===== config.mk =====
export PLATFORM = sky130hd
export DESIGN_NAME = rv32i_decode
export DESIGN_NICKNAME = d
export VERILOG_FILES = /design/src/rtl/rv_decode_pkg.sv /design/src/rtl/rv32i_decode_imm_gen.sv /design/src/rtl/rv32i_decode.sv
export SDC_FILE = /design/constraint.sdc
export NUM_CORES = 1
export LEC_CHECK = 0
export BUFFER_PORTS_ARGS = -buffer_cell sky130_fd_sc_hd__buf_2
export CAP_MARGIN = 20
export CORE_MARGIN = 1.5
export CORE_UTILIZATION = 51
export DETAILED_ROUTE_END_ITERATION = 16
export PLACE_DENSITY = 0.9
export SYNTH_ARGS = -nofsm -noshare
export SYNTH_HDL_FRONTEND = slang
export SYNTH_SLANG_ARGS = --single-unit

===== constraint.sdc =====
create_clock -name clk -period 0.8 [get_ports clk]
set_input_delay 0 -clock clk [delete_from_list [all_inputs] [get_ports clk]]
set_output_delay 0 -clock clk [all_outputs]
set_load 0.005 [all_outputs]

===== src/rtl/rv_decode_pkg.sv =====
// Shared encodings for the RV32I decode stage: opcodes, ALU operations and mux selects.
// Also holds the bundle of registered controls and the funct3-to-ALU mapping.
package rv_decode_pkg;

    localparam int XLEN            = 32;
    localparam int ALU_OP_WIDTH    = 4;
    localparam int SEL_SRC_A_WIDTH = 2;
    localparam int SEL_SRC_B_WIDTH = 2;
    localparam int SEL_PC_WIDTH    = 2;

    localparam logic [6:0] OPC_LOAD   = 7'b0000011;
    localparam logic [6:0] OPC_OP_IMM = 7'b0010011;
    localparam logic [6:0] OPC_AUIPC  = 7'b0010111;
    localparam logic [6:0] OPC_STORE  = 7'b0100011;
    localparam logic [6:0] OPC_OP     = 7'b0110011;
    localparam logic [6:0] OPC_LUI    = 7'b0110111;
    localparam logic [6:0] OPC_BRANCH = 7'b1100011;
    localparam logic [6:0] OPC_JALR   = 7'b1100111;
    localparam logic [6:0] OPC_JAL    = 7'b1101111;

    typedef enum logic [ALU_OP_WIDTH-1:0] {
        ALU_ADD  = 4'd0,  ALU_SUB  = 4'd1,  ALU_SLL  = 4'd2,  ALU_SLT  = 4'd3,
        ALU_SLTU = 4'd4,  ALU_XOR  = 4'd5,  ALU_SRL  = 4'd6,  ALU_SRA  = 4'd7,
        ALU_OR   = 4'd8,  ALU_AND  = 4'd9,  ALU_SEQ  = 4'd10, ALU_SNE  = 4'd11,
        ALU_SGE  = 4'd12, ALU_SGEU = 4'd13
    } alu_op_e;

    typedef enum logic [SEL_SRC_A_WIDTH-1:0] {
        SRC_A_RS1 = 2'd0, SRC_A_PC = 2'd1, SRC_A_ZERO = 2'd2
    } src_a_e;

    typedef enum logic [SEL_SRC_B_WIDTH-1:0] {
        SRC_B_RS2 = 2'd0, SRC_B_IMM = 2'd1, SRC_B_FOUR = 2'd2
    } src_b_e;

    typedef enum logic [SEL_PC_WIDTH-1:0] {
        PC_PLUS4 = 2'd0, PC_BRANCH = 2'd1, PC_JAL = 2'd2, PC_JALR = 2'd3
    } pc_e;

    typedef struct packed {
        alu_op_e alu_op;
        src_a_e  src_a;
        src_b_e  src_b;
        pc_e     pc;
        logic    wb;
    } ctrl_t;

    localparam ctrl_t CTRL_NOP = '{
        alu_op: ALU_ADD, src_a: SRC_A_RS1, src_b: SRC_B_RS2, pc: PC_PLUS4, wb: 1'b0
    };

    // alt comes from funct7[5]; it only matters for the ADD/SUB and SRL/SRA slots.
    function automatic alu_op_e alu_from_funct3(input logic [2:0] funct3, input logic alt);
        alu_op_e op;
        case (funct3)
            3'b000:  op = alt ? ALU_SUB : ALU_ADD;
            3'b001:  op = ALU_SLL;
            3'b010:  op = ALU_SLT;
            3'b011:  op = ALU_SLTU;
            3'b100:  op = ALU_XOR;
            3'b101:  op = alt ? ALU_SRA : ALU_SRL;
            3'b110:  op = ALU_OR;
            default: op = ALU_AND;
        endcase
        return op;
    endfunction

endpackage


===== src/rtl/rv32i_decode_imm_gen.sv =====
// Combinational immediate generator: picks the I/S/B/U/J layout from the opcode.
// R-type and unrecognised opcodes produce zero.
module imm_gen
    import rv_decode_pkg::*;
(
    input  logic [XLEN-1:0] code,
    output logic [XLEN-1:0] imm
);

    // NOTE: every always_comb output gets a default first so no path infers a latch.
    always_comb begin
        imm = '0;
        case (code[6:0])
            OPC_OP_IMM, OPC_LOAD, OPC_JALR:
                imm = {{20{code[31]}}, code[31:20]};
            OPC_STORE:
                imm = {{20{code[31]}}, code[31:25], code[11:7]};
            OPC_BRANCH:
                imm = {{19{code[31]}}, code[31], code[7], code[30:25], code[11:8], 1'b0};
            OPC_LUI, OPC_AUIPC:
                imm = {code[31:12], 12'b0};
            OPC_JAL:
                imm = {{11{code[31]}}, code[31], code[19:12], code[20], code[30:21], 1'b0};
            default:
                imm = '0;
        endcase
    end

endmodule


===== src/rtl/rv32i_decode.sv =====
// RV32I decode stage: register numbers, immediate and execute controls, all registered.
// Optional `ILLEGAL_INSN_EN adds a registered `illegal` flag; controls are unaffected by it.
module rv32i_decode
    import rv_decode_pkg::*;
#(
    parameter int XLEN = 32
) (
    input  logic                       clk,
    input  logic                       rst_n,
    input  logic [XLEN-1:0]            code,
    output logic [4:0]                 rs1_num,
    output logic [4:0]                 rs2_num,
    output logic [4:0]                 rd_num,
    output logic [XLEN-1:0]            imm,
    output logic [ALU_OP_WIDTH-1:0]    alu_op_sel,
    output logic [SEL_SRC_A_WIDTH-1:0] src_a_sel,
    output logic [SEL_SRC_B_WIDTH-1:0] src_b_sel,
    output logic [SEL_PC_WIDTH-1:0]    pc_sel,
    output logic                       wb_reg
`ifdef ILLEGAL_INSN_EN
    ,
    output logic                       illegal
`endif
);

    logic [6:0] opcode;
    logic [2:0] funct3;
    logic [6:0] funct7;

    assign opcode = code[6:0];
    assign funct3 = code[14:12];
    assign funct7 = code[31:25];

    logic [XLEN-1:0] imm_d, imm_q;
    ctrl_t           ctrl_d, ctrl_q;
    logic [4:0]      rs1_q, rs2_q, rd_q;

    imm_gen u_imm_gen (
        .code (code),
        .imm  (imm_d)
    );

    always_comb begin
        ctrl_d = CTRL_NOP;
        case (opcode)
            OPC_OP: begin
                ctrl_d.alu_op = alu_from_funct3(funct3, funct7[5]);
                ctrl_d.wb     = 1'b1;
            end
            OPC_OP_IMM: begin
                // No SUBI exists, so funct7[5] only counts in the shift-right slot.
                ctrl_d.alu_op = alu_from_funct3(funct3, (funct3 == 3'b101) && funct7[5]);
                ctrl_d.src_b  = SRC_B_IMM;
                ctrl_d.wb     = 1'b1;
            end
            OPC_LOAD: begin
                ctrl_d.src_b = SRC_B_IMM;
                ctrl_d.wb    = 1'b1;
            end
            OPC_STORE: begin
                ctrl_d.src_b = SRC_B_IMM;
            end
            OPC_BRANCH: begin
                ctrl_d.pc = PC_BRANCH;
                case (funct3)
                    3'b001:  ctrl_d.alu_op = ALU_SNE;
                    3'b100:  ctrl_d.alu_op = ALU_SLT;
                    3'b101:  ctrl_d.alu_op = ALU_SGE;
                    3'b110:  ctrl_d.alu_op = ALU_SLTU;
                    3'b111:  ctrl_d.alu_op = ALU_SGEU;
                    default: ctrl_d.alu_op = ALU_SEQ;
                endcase
            end
            OPC_LUI: begin
                ctrl_d.src_a = SRC_A_ZERO;
                ctrl_d.src_b = SRC_B_IMM;
                ctrl_d.wb    = 1'b1;
            end
            OPC_AUIPC: begin
                ctrl_d.src_a = SRC_A_PC;
                ctrl_d.src_b = SRC_B_IMM;
                ctrl_d.wb    = 1'b1;
            end
            OPC_JAL, OPC_JALR: begin
                // The link value pc+4 goes through the ALU; the jump target is formed outside.
                ctrl_d.src_a = SRC_A_PC;
                ctrl_d.src_b = SRC_B_FOUR;
                ctrl_d.pc    = (opcode == OPC_JAL) ? PC_JAL : PC_JALR;
                ctrl_d.wb    = 1'b1;
            end
            default: ctrl_d = CTRL_NOP;
        endcase
        if (code[11:7] == 5'd0) begin
            ctrl_d.wb = 1'b0;
        end
    end

`ifdef ILLEGAL_INSN_EN
    logic illegal_d, illegal_q;

    always_comb begin
        illegal_d = 1'b0;
        case (opcode)
            OPC_OP:
                illegal_d = (funct7 != 7'b0000000) && (funct7 != 7'b0100000);
            OPC_OP_IMM: begin
                if (funct3 == 3'b001) begin
                    illegal_d = (funct7 != 7'b0000000);
                end else if (funct3 == 3'b101) begin
                    illegal_d = (funct7 != 7'b0000000) && (funct7 != 7'b0100000);
                end
            end
            OPC_BRANCH:
                illegal_d = (funct3 == 3'b010) || (funct3 == 3'b011);
            OPC_LOAD, OPC_STORE, OPC_LUI, OPC_AUIPC, OPC_JAL, OPC_JALR:
                illegal_d = 1'b0;
            default:
                illegal_d = 1'b1;
        endcase
        if (code[1:0] != 2'b11) begin
            illegal_d = 1'b1;
        end
    end

    always_ff @(posedge clk or negedge rst_n) begin
        if (!rst_n) begin
            illegal_q <= 1'b0;
        end else begin
            illegal_q <= illegal_d;
        end
    end

    assign illegal = illegal_q;
`endif

    // NOTE: state flops use non-blocking assignments and clear on the async reset edge.
    always_ff @(posedge clk or negedge rst_n) begin
        if (!rst_n) begin
            ctrl_q <= CTRL_NOP;
            imm_q  <= '0;
            rs1_q  <= '0;
            rs2_q  <= '0;
            rd_q   <= '0;
        end else begin
            ctrl_q <= ctrl_d;
            imm_q  <= imm_d;
            rs1_q  <= code[19:15];
            rs2_q  <= code[24:20];
            rd_q   <= code[11:7];
        end
    end

    assign rs1_num    = rs1_q;
    assign rs2_num    = rs2_q;
    assign rd_num     = rd_q;
    assign imm        = imm_q;
    assign alu_op_sel = ctrl_q.alu_op;
    assign src_a_sel  = ctrl_q.src_a;
    assign src_b_sel  = ctrl_q.src_b;
    assign pc_sel     = ctrl_q.pc;
    assign wb_reg     = ctrl_q.wb;

endmodule


==> impl_results.md, run 1 <==
- Global placer's final weighted congestion: slightly above 0.8
- Lkg Pwr: 2.04 nW
- Avg Cell Area, Syn: 13.2 sq um
- Top Ports: between 90 and 100
- Drt via density: slightly above 6
- Worst stage delay on the critical path: 410 ps
- Slack of the critical path: -116 ps
- Mapped cell area: 2250 sq um
- Ys flop type: dfrtp_1
- Crit start category: flip-flop
- Worst-margin pin slew: a little under 400 ps
- CP endpoint kind: output port
- Hold Path Class: input port to flip-flop
- Final setup violation count: between 60 and 70
- Grt ovf: 0
- Commonest non-fill, non-tap cell in the layout: buf_2
- Avg WL per Cell: roughly 25 microns
- CTS clk-pin slew, worst paths: around 70 ps
- IO Port Bufs: approximately 90
- VDD IR max: 1.56 mV
- Stages on worst setup path: 1
- Number of flops mapped to enable cells by yosys: 0
- #FFs+latches synth: 58
- Hold-critical path depth: 3
- Row cnt: 23
- Status: finished, violations left
- CTS tree: done
- Number of antenna violations at the first check in global routing: 1
- Global-route wire length before repair: 14,200 microns
- Ys async rst share: 1.00
- Nets: between 300 and 400
- Tot Pwr: ~6.6 mW
- Yosys warning count: 0
- Period utilization: 1.14
- Max_cap viols: 0
- Number of global-route vias before repair: around 2,400
- Normalized max-slew margin: 0.740
- CP max stage cell: dfrtp_1
- Post-Route WL: around 9400 microns
- Setup Crit Path Kind: flip-flop to output port
- TritonCTS sink count: 58
- Arr. time, crit path: between 900 and 1000 ps
- 1st-iter DRT viols: about 250
- Syn nets: 205
- RSZ-0062 raised after global routing: yes
- Pwr dens: 1880 nW/um^2
- F_max: roughly 1100 MHz
- Drt pass-1 iters: 5
- Cell area after layout: roughly 3500 sq um
- Crit path max-delay family: flip-flops
- DR DRC count: 0
- Root buffer cell: clkbuf_8
- Die Ht: just under 70 microns
- Detailed-route via count: around 2,300
- Placed instance area: roughly 3000 sq um
- Core Area: a little over 4000 sq um
- Final max-slew violation count: 0
- Critical path fanouts, max: 1
- Largest net degree at the start of global routing: 33
- Fraction of layout cells with a size suffix above 1: 0.492
- Fin Setup TNS: -2930 ps
- Yosys cell types: 48
- DRT antenna net count: 0
- Max reg flops: 32
- Failing checks: negative setup slack
- Area of the die: 4820 sq um
- Area Overhead vs Synth: 57.0%
- Number of fill cells: 161
- CTS buffer count: 9
- Most frequent cells in the layout: buf_2 (89), dfrtp_1 (58), buf_4 (35), dlygate4sd3_1 (26), a21o_1 (19)
- Minimum clock period: between 900 and 1000 ps
- Global-route usage over all layers: 0.400
- Buf/Inv on CP: 1
- Worst slack, placed: -406 ps
- DP HPWL: approximately 4000 microns
- Mapped Cells: roughly 170
- Width of the die: slightly below 70 microns
- Required @ worst endpoint: approximately 800 ps
- Critical path, cell by cell: buf_2
- Seq/Total Area, Yosys: 0.645
- Final Hold Fails: 0
- Clock Path Buffers: 2
- H-tree Lvls: 3
- Initial Utilization: 0.547
-- final timing paths --
check                        start  slack, ps      endpoint
max in group asynchronous    rst_n        250  src_b_sel[0]
setup / recovery           imm[23]       -120       imm[23]
min in group asynchronous    rst_n         80       imm[10]
hold / removal             code[7]         60        wb_reg
-- kinds of logic after synthesis --
kind of cell              share of synthesized area
AOI/OAI and AO/OA                             0.166
xor gates and xnor gates                    0.00389
buffers and inverters                        0.0506
DFF                                           0.645
muxes                                       0.00945
and+or+nand+nor                               0.125
-- synth_stat cells (all sizes together), types with 2 or more instances --
cell type	count	share of area
buf	10	0.036
nor3b	3	0.012
a21o	20	0.067
nor2b	3	0.0083
nand2	4	0.0067
dfrtp	58	0.65
and2	8	0.024
nand3b	2	0.0067
clkbuf	3	0.0050
o21ai	3	0.0067
a31oi	3	0.0083
a21oi	9	0.020
and3	2	0.0083
inv	6	0.010
o22ai	2	0.012
nor2	5	0.0083
and3b	2	0.0078
nand2b	2	0.0056
a22o	5	0.019
nor3	2	0.0044
-- cell type report --
cell class / count / area [sq um] / area share
clock inverter: 3 / 40.0 / 0.0113
antenna: 1 / 2.50 / 0.000709
multi-input combinational: 95 / 768 / 0.218
clock buffer: 12 / 145 / 0.0411
inverter: 6 / 22.5 / 0.00638
sequential: 58 / 1450 / 0.411
timing repair buffer: 155 / 1040 / 0.294
tap: 50 / 62.6 / 0.0177
-- power by group --
part,switching [mW],total [mW],internal (mW)
sequential,0.0343,3.04,3.01
clock,1.25,2.75,1.50
combinational,0.431,0.843,0.412
total,1.72,6.63,4.92
-- per-stage QoR --
stage / util / std cells / hold slack [ps]
floorplan: - / 171 / -296
global placement: 0.725 / 335 / -120
detailed placement: 0.725 / 335 / -116
CTS: 0.839 / 376 / 15.9
global route: 0.858 / 380 / 46.2
finish: 0.858 / 380 / 60.6
-- what timing repair did --
| action | CTS | global route |
|---|---|---|
| gates resized for setup | 4 | 12 |
| gates cloned | 0 | 1 |
| hold buffers | 26 | 1 |
| hold endpoints to repair | 102 | 1 |
| pin swaps | 0 | 5 |
| endpoints found under the setup margin | 76 | 77 |
| setup buffers | 0 | 2 |
-- routing by layer --
layer  GRT usage  vias to the layer above  routed length [microns]
met5           0                        -                        0
met4       0.231                        0                      532
met3       0.125                       56                     1030
met2       0.646                      228                     4540
met1       0.471                     1112                     3290
li1            -                      906                        -
Power figures use the tool's default switching activity.
==> run 2, diff against run 1 <==
--- a/config.mk
+++ b/config.mk
@@ -10,6 +10,7 @@
 export CORE_MARGIN = 1.5
 export CORE_UTILIZATION = 51
 export DETAILED_ROUTE_END_ITERATION = 16
+export GPL_TIMING_DRIVEN = 0
 export PLACE_DENSITY = 0.9
 export SYNTH_ARGS = -nofsm -noshare
 export SYNTH_HDL_FRONTEND = slang
==> constraint.sdc (replaced) <==
create_clock -name clk -period 0.8 [get_ports clk]
set_input_delay 0 -clock clk [delete_from_list [all_inputs] [get_ports clk]]
set_output_delay 0 -clock clk [all_outputs]
set_load 0.05 [all_outputs]
==> run 2 against run 1 <==
Highest routed layer unchanged. Final cell count fell by 3.7%. The run still ends with negative setup slack left. Critical endpoint is now alu_op_sel[2]. Global-route usage up 0.78 points. Routed wire length grew 20%. Non-clock buffer count shrank 13. Core utilization increased by 8.1 points. Sequential power about the same. Design area grew 9.4%. Largest cell class unchanged. Sequential share of layout area decreased by 3.5 points.
==> impl_results.md, run 2 (synthesized netlist as in run 1, its figures left out) <==
- Top Ports: ~90
- Drt pass-1 iters: 5
- Hold WS: 6.68 ps
- Worst stage delay on the critical path: 320 ps
- Final max-slew violation count: 0
- CTS clk-pin slew, worst paths: about 70 ps
- Worst-margin pin slew: about 460 ps
- F_max: approximately 890 MHz
- # hold bufs at CTS: 23
- IO Port Bufs: just under 90
- Largest net degree at the start of global routing: 41
- Worst slack, placed: -528 ps
- Number of antenna violations at the first check in global routing: 1
- Row cnt: 23
- Tot Pwr: 7.28 mW
- Required @ worst endpoint: 1040 ps
- Detailed-route via count: 2,466
- Stages on worst setup path: 7
- CTS tree: done
- Grt ovf: 0
- Arr. time, crit path: 1360 ps
- Setup Crit Path Kind: input port to flip-flop
- Max reg flops: 32
- Drt via density: roughly 6.7
- Fin Setup TNS: -11,810 ps
- Global-route wire length before repair: around 14,000 microns
- Number of global-route vias before repair: about 2,300
- Finished Core Util: 0.939
- DP Cell Count: around 310
- Width of the die: just under 70 microns
- Area Overhead vs Synth: 71.7%
- Cell area after layout: about 3900 sq um
- Post-Route WL: 11,300 microns
- Global-route usage over all layers: 0.408
- Global placer's final weighted congestion: 0.805
- Hold Path Class: input port to flip-flop
- CP max stage cell: mux2i_1
- Period utilization: 1.40
- Critical path, cell by cell: buf_2 > buf_6 > buf_4 > nand3b_1 > mux2i_1 > a22oi_1 > nor2_1
- Final setup violation count: 96
- Status: finished, violations left
- Root buffer cell: clkbuf_8
- Worst Setup SP: code[5]
- DRT antenna net count: 0
- Final Hold Fails: 0
- DR DRC count: 0
- H-tree Lvls: 3
- Final cell count without fillers: around 370
- Pwr dens: around 1900 nW/um^2
- TritonCTS sink count: 58
- Avg WL per Cell: between 30 and 40 microns
- Fraction of layout cells with a size suffix above 1: 0.489
- CP Capture Point: alu_op_sel[2]
- VDD IR max: between 1 and 1.5 mV
- RSZ-0062 raised after global routing: yes
- Normalized max-slew margin: 0.689
- Nets: between 300 and 400
- Placed instance area: roughly 2800 sq um
- Crit start category: input port
- Initial Utilization: 0.547
- Crit path max-delay family: simple AND/OR/NAND/NOR gates
- Max_cap viols: 0
- Area of the die: around 4800 sq um
- Minimum clock period: ~1100 ps
- Core Area: 4120 sq um
- Lkg Pwr: slightly above 2 nW
- Most frequent cells in the layout: buf_6 (70), dfrtp_1 (58), buf_2 (28), dlygate4sd3_1 (23), a21o_1 (20)
- Critical path fanouts, max: 7
- CTS buffer count: 9
- 1st-iter DRT viols: between 300 and 400
- DP HPWL: 3670 microns
- Die Ht: around 69 microns
- Slack of the critical path: -319 ps
- Commonest non-fill, non-tap cell in the layout: buf_6
- Failing checks: negative setup slack
- Clock Path Buffers: 2
- CP endpoint kind: flip-flop
- Buf/Inv on CP: 3
run 2: cell count changes in the layout (fill, tap and decap cells not counted), sizes merged:
cell,before,now
buf,128,115
dlygate4sd3,26,23
clkinv,2,1
clkbuf,13,17
and2,9,8
run 2: layer usage:
layer | up-vias | global-route usage | routed length, microns
met4 | 0 | 0.115 | 688
met3 | 82 | 0.131 | 1650
met5 | - | 0 | 0
li1 | 881 | - | -
met2 | 326 | 0.635 | 5070
met1 | 1177 | 0.554 | 3860
run 2: worst min-delay path by stage:
stage               startpoint  depth (start not counted)       endpoint  slack (ps)
finish                 code[1]                          3      pc_sel[1]           7
global route           code[1]                          3      pc_sel[1]           2
CTS                    code[1]                          3      pc_sel[1]         -70
detailed placement       rst_n                          1     rs1_num[3]         -30
global placement      code[15]                          1     rs1_num[0]         120
floorplan                rst_n                          0  alu_op_sel[0]        -300
run 2: power by group:
part	leakage [nW]	total (mW)	switching, mW	internal, mW
Clock	0.106	2.99	1.31	1.68
Combinational	1.19	1.23	0.740	0.486
Sequential	0.771	3.06	0.0554	3.01
Total	2.07	7.28	2.11	5.17
run 2: timing repair:
item                                   in CTS  in global routing
buffers inserted                           10                  8
setup endpoints to repair                  82                132
endpoints found under the hold margin      64                  5
cloned                                      2                  0
resized for setup                         131                 13
pin swaps                                   4                  8
run 2: cell type report:
class | instances | area [sq um]
timing repair buffer | 132 | 1280
clock inverter | 2 | 35.0
antenna | 1 | 2.50
fill | 111 | 253
buffer | 10 | 91.3
tap | 50 | 62.6
inverter | 6 | 22.5
clock buffer | 13 | 169
multi-input combinational | 94 | 751
sequential | 58 | 1450
